$ cat src/rtl/wb_pipe_stage.sv
// ---------------------------------------------------------------------------
// wb_pipe_stage
// MEM->WB pipeline stage built as a two-entry elastic buffer (head + skid).
// The head entry drives the writeback outputs. The skid entry catches a beat
// that arrives while the head is stalled, so in_ready_o can be a register.
// An optional half-cycle mode re-times the payload onto the falling edge.
// This lets the register file write mid-cycle and be read in the same cycle.
//
// Ports
//   clk_i, rst_i          clock, synchronous active-high reset
//   in_valid_i/in_ready_o upstream handshake (in_ready_o registered)
//   flush_i               drop every held beat
//   ctrl_i, memdata_i, aludata_i, rdaddr_i   incoming beat
//   out_valid_o/out_ready_i                  downstream handshake
//   regwrite_o, memtoreg_o, ctrl_o, memdata_o, aludata_o, rdaddr_o  head beat
//   wb_data_o             selected writeback value
//   stall_cnt_o           saturating count of upstream stall cycles
// CTRL_W must be at least 2: bit CTRL_W-1 is RegWrite, bit CTRL_W-2 MemToReg.
// ---------------------------------------------------------------------------
module wb_pipe_stage #(
   parameter int DATA_W     = 32,
   parameter int RD_W       = 5,
   parameter int CTRL_W     = 2,
   parameter int HALF_CYCLE = 0
) (
   input  logic              clk_i,
   input  logic              rst_i,
   input  logic              in_valid_i,
   output logic              in_ready_o,
   input  logic              flush_i,
   input  logic [CTRL_W-1:0] ctrl_i,
   input  logic [DATA_W-1:0] memdata_i,
   input  logic [DATA_W-1:0] aludata_i,
   input  logic [RD_W-1:0]   rdaddr_i,
   output logic              out_valid_o,
   input  logic              out_ready_i,
   output logic              regwrite_o,
   output logic              memtoreg_o,
   output logic [CTRL_W-1:0] ctrl_o,
   output logic [DATA_W-1:0] memdata_o,
   output logic [DATA_W-1:0] aludata_o,
   output logic [RD_W-1:0]   rdaddr_o,
   output logic [DATA_W-1:0] wb_data_o,
   output logic [15:0]       stall_cnt_o
);

   // A beat is packed as {ctrl, memdata, aludata, rdaddr}.
   localparam int BEAT_W = CTRL_W + 2*DATA_W + RD_W;

   typedef enum logic [1:0] {EMPTY, ONE, TWO} state_t;

   state_t              r_state;
   state_t              w_next_state;
   logic                r_in_ready;
   logic                r_out_valid;
   logic [BEAT_W-1:0]   r_head;
   logic [BEAT_W-1:0]   r_skid;
   logic [15:0]         r_stall_cnt;
   logic [BEAT_W-1:0]   w_in_beat;
   logic [BEAT_W-1:0]   w_out_beat;
   logic                w_push;
   logic                w_pop;

   assign w_in_beat = {ctrl_i, memdata_i, aludata_i, rdaddr_i};
   assign w_push    = in_valid_i & r_in_ready;
   assign w_pop     = r_out_valid & out_ready_i;

   // Occupancy transition. Flush wins over any handshake in the same cycle.
   always_comb begin
      w_next_state = r_state;
      case (r_state)
         EMPTY: if (w_push) w_next_state = ONE;
         ONE: begin
            if (w_push && !w_pop)      w_next_state = TWO;
            else if (w_pop && !w_push) w_next_state = EMPTY;
         end
         TWO:   if (w_pop) w_next_state = ONE;
         default: w_next_state = EMPTY;
      endcase
      if (flush_i) w_next_state = EMPTY;
   end

   always_ff @(posedge clk_i) begin
      if (rst_i) begin
         r_state     <= EMPTY;
         r_in_ready  <= 1'b1;
         r_out_valid <= 1'b0;
         r_head      <= '0;
         r_skid      <= '0;
         r_stall_cnt <= '0;
      end else begin
         // Stall counter keeps counting through flushes and saturates.
         if (in_valid_i && !r_in_ready && (r_stall_cnt != 16'hFFFF))
            r_stall_cnt <= r_stall_cnt + 16'd1;

         // Flush only clears occupancy. The payload registers keep their value.
         if (!flush_i) begin
            case (r_state)
               EMPTY: if (w_push) r_head <= w_in_beat;
               ONE: begin
                  if (w_push && !w_pop) r_skid <= w_in_beat;
                  if (w_push && w_pop)  r_head <= w_in_beat;
               end
               TWO:   if (w_pop) r_head <= r_skid;
               default: ;
            endcase
         end

         r_state     <= w_next_state;
         r_in_ready  <= (w_next_state != TWO);
         r_out_valid <= (w_next_state != EMPTY);
      end
   end

   // Payload re-timing. In half-cycle mode the head is copied on the falling
   // edge. After reset the zeroed head reaches the outputs half a cycle later.
   generate
      if (HALF_CYCLE != 0) begin : g_half
         logic [BEAT_W-1:0] r_out_neg;
         always_ff @(negedge clk_i) r_out_neg <= r_head;
         assign w_out_beat = r_out_neg;
      end else begin : g_full
         assign w_out_beat = r_head;
      end
   endgenerate

   assign {ctrl_o, memdata_o, aludata_o, rdaddr_o} = w_out_beat;

   assign in_ready_o  = r_in_ready;
   assign out_valid_o = r_out_valid;
   assign stall_cnt_o = r_stall_cnt;
   // Bubbles keep stale control bits, so RegWrite is qualified by valid.
   assign regwrite_o  = ctrl_o[CTRL_W-1] & r_out_valid;
   assign memtoreg_o  = ctrl_o[CTRL_W-2];
   assign wb_data_o   = memtoreg_o ? memdata_o : aludata_o;

endmodule

$ cat config.mk
export PLATFORM = sky130hd
export DESIGN_NAME = wb_pipe_stage
export DESIGN_NICKNAME = d
export VERILOG_FILES = /design/src/rtl/wb_pipe_stage.sv
export SDC_FILE = /design/constraint.sdc
export NUM_CORES = 1
export LEC_CHECK = 0
export CORE_MARGIN = 2
export CORE_UTILIZATION = 52
export DETAILED_ROUTE_END_ITERATION = 8
export PLACE_DENSITY = 0.86
export SLEW_MARGIN = 20
export SYNTH_ARGS = -nofsm -noshare
export SYNTH_HDL_FRONTEND = slang
export SYNTH_SLANG_ARGS = --single-unit
export TNS_END_PERCENT = 10
$ cat constraint.sdc
create_clock -name clk_i -period 2.6 [get_ports clk_i]
set_input_delay 0.26 -clock clk_i [delete_from_list [all_inputs] [get_ports clk_i]]
set_output_delay 0.26 -clock clk_i [all_outputs]
set_load 0.01 [all_outputs]
# Word-level counts from Yosys, hierarchy flattened
# Index checks and enable logic that the tools add are counted.
[word_totals]
reg_bits = 162
input_bits = 76
out_inout_bits = 123
word_cells = 42
[op_classes]
addsub = 1
n_eq_ne = 7
muxes = 11
n_bitwise = 4
n_reduce_logical = 13
[op_table]
columns = ["operator", "n"]
rows = [
  ["two-way mux 71 bit", 3],
  ["one-hot mux 71 bit (3 select lines)", 1],
  ["two-way mux 32 bit", 1],
  ["adder 16 x 1 -> 16 bit (second input constant)", 1],
  ["inequality test 16 bit (second input constant)", 1],
  ["two-way mux 2 bit", 5],
  ["inequality test 2 bit (second input constant)", 4],
  ["one-hot mux 2 bit (3 select lines)", 1],
  ["logical AND 1 bit", 5],
  ["AND reduction 5 bit", 1],
  ["bitwise AND 1 bit", 3],
  ["zero test 1 bit", 3],
  ["AND reduction 3 bit", 1],
  ["nonzero test 3 bit", 1],
  ["== test 2 x 1 -> 1 bit (second input constant)", 1],
  ["== test 2 bit (second input constant)", 1],
  ["zero test 2 bit", 1],
  ["nonzero test 2 bit", 1],
  ["NOT 1 bit", 1],
]

# Logic depth before layout (Yosys ltp)
[logic_depth]
ltp_word = 8
depth_mapped = 7
ltp_nobuf = 5

# Least setup slack after synthesis
# Ideal clock, no wire load.
[synth_path]
kind = "reg2reg"
from = "register r_stall_cnt[0] (netlist: stall_cnt_o[0])"
to = "register r_stall_cnt[1] (netlist: stall_cnt_o[1])"
setup_time_ns = 0.128
arrival_time_ns = 1.704
required_time_ns = 2.472
path_slack_ns = 0.768
path_stages_with_launch = 8
path_buffers = 2
period_less_slack_ns = 1.832
cell_sequence = "dfxtp_1 > ha_1 > nand4_1 > o41ai_2 > buf_6 > buf_12 > mux2i_1 > nor2_1"
[synth_between]
elab_chain_len = 2
word_cells_on_any_way = 3
cone_classes = "1 x add/sub; 1 x eq/ne; 1 x reduce/logical"
[synth_rtl]
columns = ["element", "line", "rtl"]
rows = [
  ["start: declaration", "58", "logic [15:0] r_stall_cnt;"],
  ["start signal: assignment", "94", "r_stall_cnt <= r_stall_cnt + 16'd1;"],
  ["parallel branches: the longest is 2 deep, another holds adder 16 x 1 -> 16 bit", "--", ""],
]
# Parallel ways; which one is timed is not known.
# A chain may end at the register's enable or synchronous reset.

# Final worst setup path
[layout_path]
from = "register r_head[69]"
to = "output wb_data_o[16]"
[layout_between]
elab_chain_len = 1
[layout_rtl]
columns = ["element", "line", "rtl"]
rows = [
  ["start: declaration", "56", "logic [BEAT_W-1:0] r_head;"],
  ["start signal: assignment", "99", "EMPTY: if (w_push) r_head <= w_in_beat;"],
  ["start signal: assignment", "102", "if (w_push && w_pop) r_head <= w_in_beat;"],
  ["start signal: assignment", "104", "TWO: if (w_pop) r_head <= r_skid;"],
  ["two-way mux 32 bit", "135", "assign wb_data_o = memtoreg_o ? memdata_o : aludata_o;"],
  ["end: declaration", "43", "output logic [DATA_W-1:0] wb_data_o,"],
]
# No other way between the ends.

==> run metrics <==
Worst Path Arrival around 2.1 ns; root buffer cell clkbuf_16; Clk pin slew, worst setup/hold paths 0.06 ns; Primary FF master, synth dfxtp_1; Reg2Reg Depth 5; Cell Int Power ~4.8 mW; Synth Register Bits 162; Die Height 121.2 microns; post_cts resized 0; Worst setup EP type output port; vias in the first global route 6,101; Mapped Cells around 800; static leakage about 3.8 nW; PwrDens approximately 630 nW/um^2; Yosys top cell area share 0.4538; routed len/inst between 15 and 20 microns; Syn Nets just under 900; Synth area leader dfxtp_1; Final Setup Violations 0; multi-input logic area roughly 3500 sq um; hold buffer count at CTS 0; TNS Setup 0 ns; Synth Warn # 0; final instance area approximately 10000 sq um; CP max FO 19; register area around 3200 sq um; antenna viol nets, final 0; IO Port Bufs 198; clk sink count approximately 160; number of max-slew violations in the final report 0; post-route core utilization 0.7372; nets 1,030; H-tree level count 4; CORE AREA approximately 13,000 sq um; start point of the critical path r_head[69]; final hold violation count 0; status complete, no violations; Hold Startpoint rst_i; Final period util 0.9101; io pins between 150 and 200; pin count of the biggest net entering global routing between 90 and 100; Die Span X 121.2 microns; initial antenna violation count 0; Pre-Repair DR Iteration Count 5; residual DRC count 0; All-Layer GR Usage 0.2596; n_diodes 0; Tmin final about 2.4 ns; Switching Share 0.2350; Die ar. around 15,000 sq um; Reg power frac 0.427; combinational power share 0.143; RR Endpoint r_skid[55]; Avg Inst Size Synth between 8 and 9 sq um; RSZ-0062 raised after global routing no; worst skew pair latency 0.42 ns; setup bufs post-CTS 0; Net Sw Power roughly 1.5 mW; Hold Crit Class input pin to register; FP Rows 42; Initial Utilization 0.5354; TritonCTS clock tree done; top-count cell post-synth dfxtp_1; drt via density 5.799; slew margin rel. 0.5837; Critical Path RT 2.34 ns; fillers approximately 990; register area share after synthesis 0.4538; Layout area overhead 37.68%; DRT iter0 DRCs 420; most frequent cells after synthesis dfxtp_1 (162), a21oi_1 (154), nand2_1 (152); placed cell areas a little over 9000 sq um; routability cong. just under 0.9; CTS buffer count 17; layout cells sized above 1 0.09534; MaxCap Viol Count 0; detailed placement HPWL roughly 12 mm; mapped cell area about 7100 sq um; worst slew pin tran 0.6245 ns; number of flops mapped to enable cells by yosys 0; clk buf depth 2; Post-Route WL roughly 19 mm; post-synthesis async set-or-reset flop share 0; GRT overflow 0; total number of vias ~6.6k; Clock Power Share 0.430; CP Class register to output port; Worst Setup EP wb_data_o[16]; first-pass GRT wire length about 31 mm; Achievable Freq 422.6 MHz; CP Launch Type register; worst r2r src r_state[1]; number of library cell types mapped by synthesis 38; Peak VDD IR between 0.0003 and 0.0004 V; skew final ~0.0062 ns; Synth area leaders dfxtp_1 (45%), a21oi_1 (11%), mux2i_1 (10%), a311oi_1 (8.7%), nand2_1 (8.0%); FF-to-FF setup slack 0.60 ns
## per-layer routing
layer / share of wire / track usage
met3: 0.067 / 0.06203
met5: 0 / 0
met2: 0.48 / 0.4189
met1: 0.43 / 0.3298
met4: 0.025 / 0.1171
## per-stage QoR
step | setup WS [ns] | power [mW] | hold slack [ns] | std cells
floorplan | 0.7683 | 3.133 | 0.3393 | 795
global placement | 0.3798 | 3.588 | 0.4403 | 1110
detailed placement | 0.2804 | 3.605 | 0.4456 | 1110
CTS | 0.2199 | 6.265 | 0.3427 | 1141
global route | 0.1520 | 6.449 | 0.3717 | 1141
finish | 0.2337 | 6.237 | 0.3625 | 1141
## worst min path at each step
stage	end	slack, ns	cells past startpoint
floorplan	r_state[0]	0.34	1
CTS	r_skid[62]	0.34	2
global placement	r_skid[28]	0.44	2
detailed placement	r_skid[47]	0.45	2
finish	r_skid[61]	0.36	2
global route	r_skid[62]	0.37	2
## worst max-delay path, stage by stage (launching register included)
cell,delay [ns]
dfxtp_2,0.47
buf_4,0.33
mux2_2,0.39
clkdlybuf4s50_1,0.48
## final cells by class
| cell class | instances | share of cell area |
|---|---|---|
| Tap cell | 176 | 0.02238 |
| Inverter | 6 | 0.002543 |
| Clock buffer | 22 | 0.04921 |
| Clock inverter | 9 | 0.01551 |
| Sequential cell | 162 | 0.3297 |
| Multi-Input combinational cell | 549 | 0.3586 |
| Timing Repair Buffer | 217 | 0.2220 |
## cells in the final DEF, fill, tap and decap left out, types with 2 or more instances in the layout
master / instances
mux2_2: 32
a21oi_2: 2
inv_1: 5
mux2i_1: 73
nor3_1: 2
a31oi_1: 2
a21oi_1: 154
or4_1: 4
and4_1: 2
or3_1: 9
clkbuf_16: 17
a311oi_1: 71
o21ai_0: 2
clkdlybuf4s50_1: 197
buf_4: 15
nand4_1: 6
clkinvlp_4: 3
o21ai_1: 6
clkinv_2: 2
buf_12: 5
clkbuf_8: 4
nand3_1: 6
bufinv_16: 4
nor2_1: 4
nand2_1: 152
dfxtp_1: 161
and3_1: 3
o31ai_1: 6
## registers in the layout, indices dropped and copies added (netlist names)
name         cells
in_ready_o       1
r_state          2
r_head          71
stall_cnt_o     16
r_skid          71
out_valid_o      1
## power by group through the flow
stage	clock network [mW]	registers, mW	logic [mW]
after global routing	2.81	2.68	0.961
after detailed placement	0	2.72	0.887
after floorplan	0	2.73	0.401
after CTS	2.70	2.67	0.895
after global placement	0	2.71	0.873
final	2.68	2.67	0.892
## cells by family (layout without fill, tap and decap cells)
logic type | count (synthesis) | count (layout) | share of synthesized area
DFF | 162 | 162 | 0.4538
AOI/OAI and AO/OA | 248 | 248 | 0.2199
xor gates and xnor gates | 1 | 1 | 0.001226
buffers and inverters | 84 | 254 | 0.05462
and+or+nand+nor | 194 | 194 | 0.1161
adders and majority gates | 1 | 1 | 0.001750
muxes | 105 | 105 | 0.1527
Power figures use the tool's default switching activity.
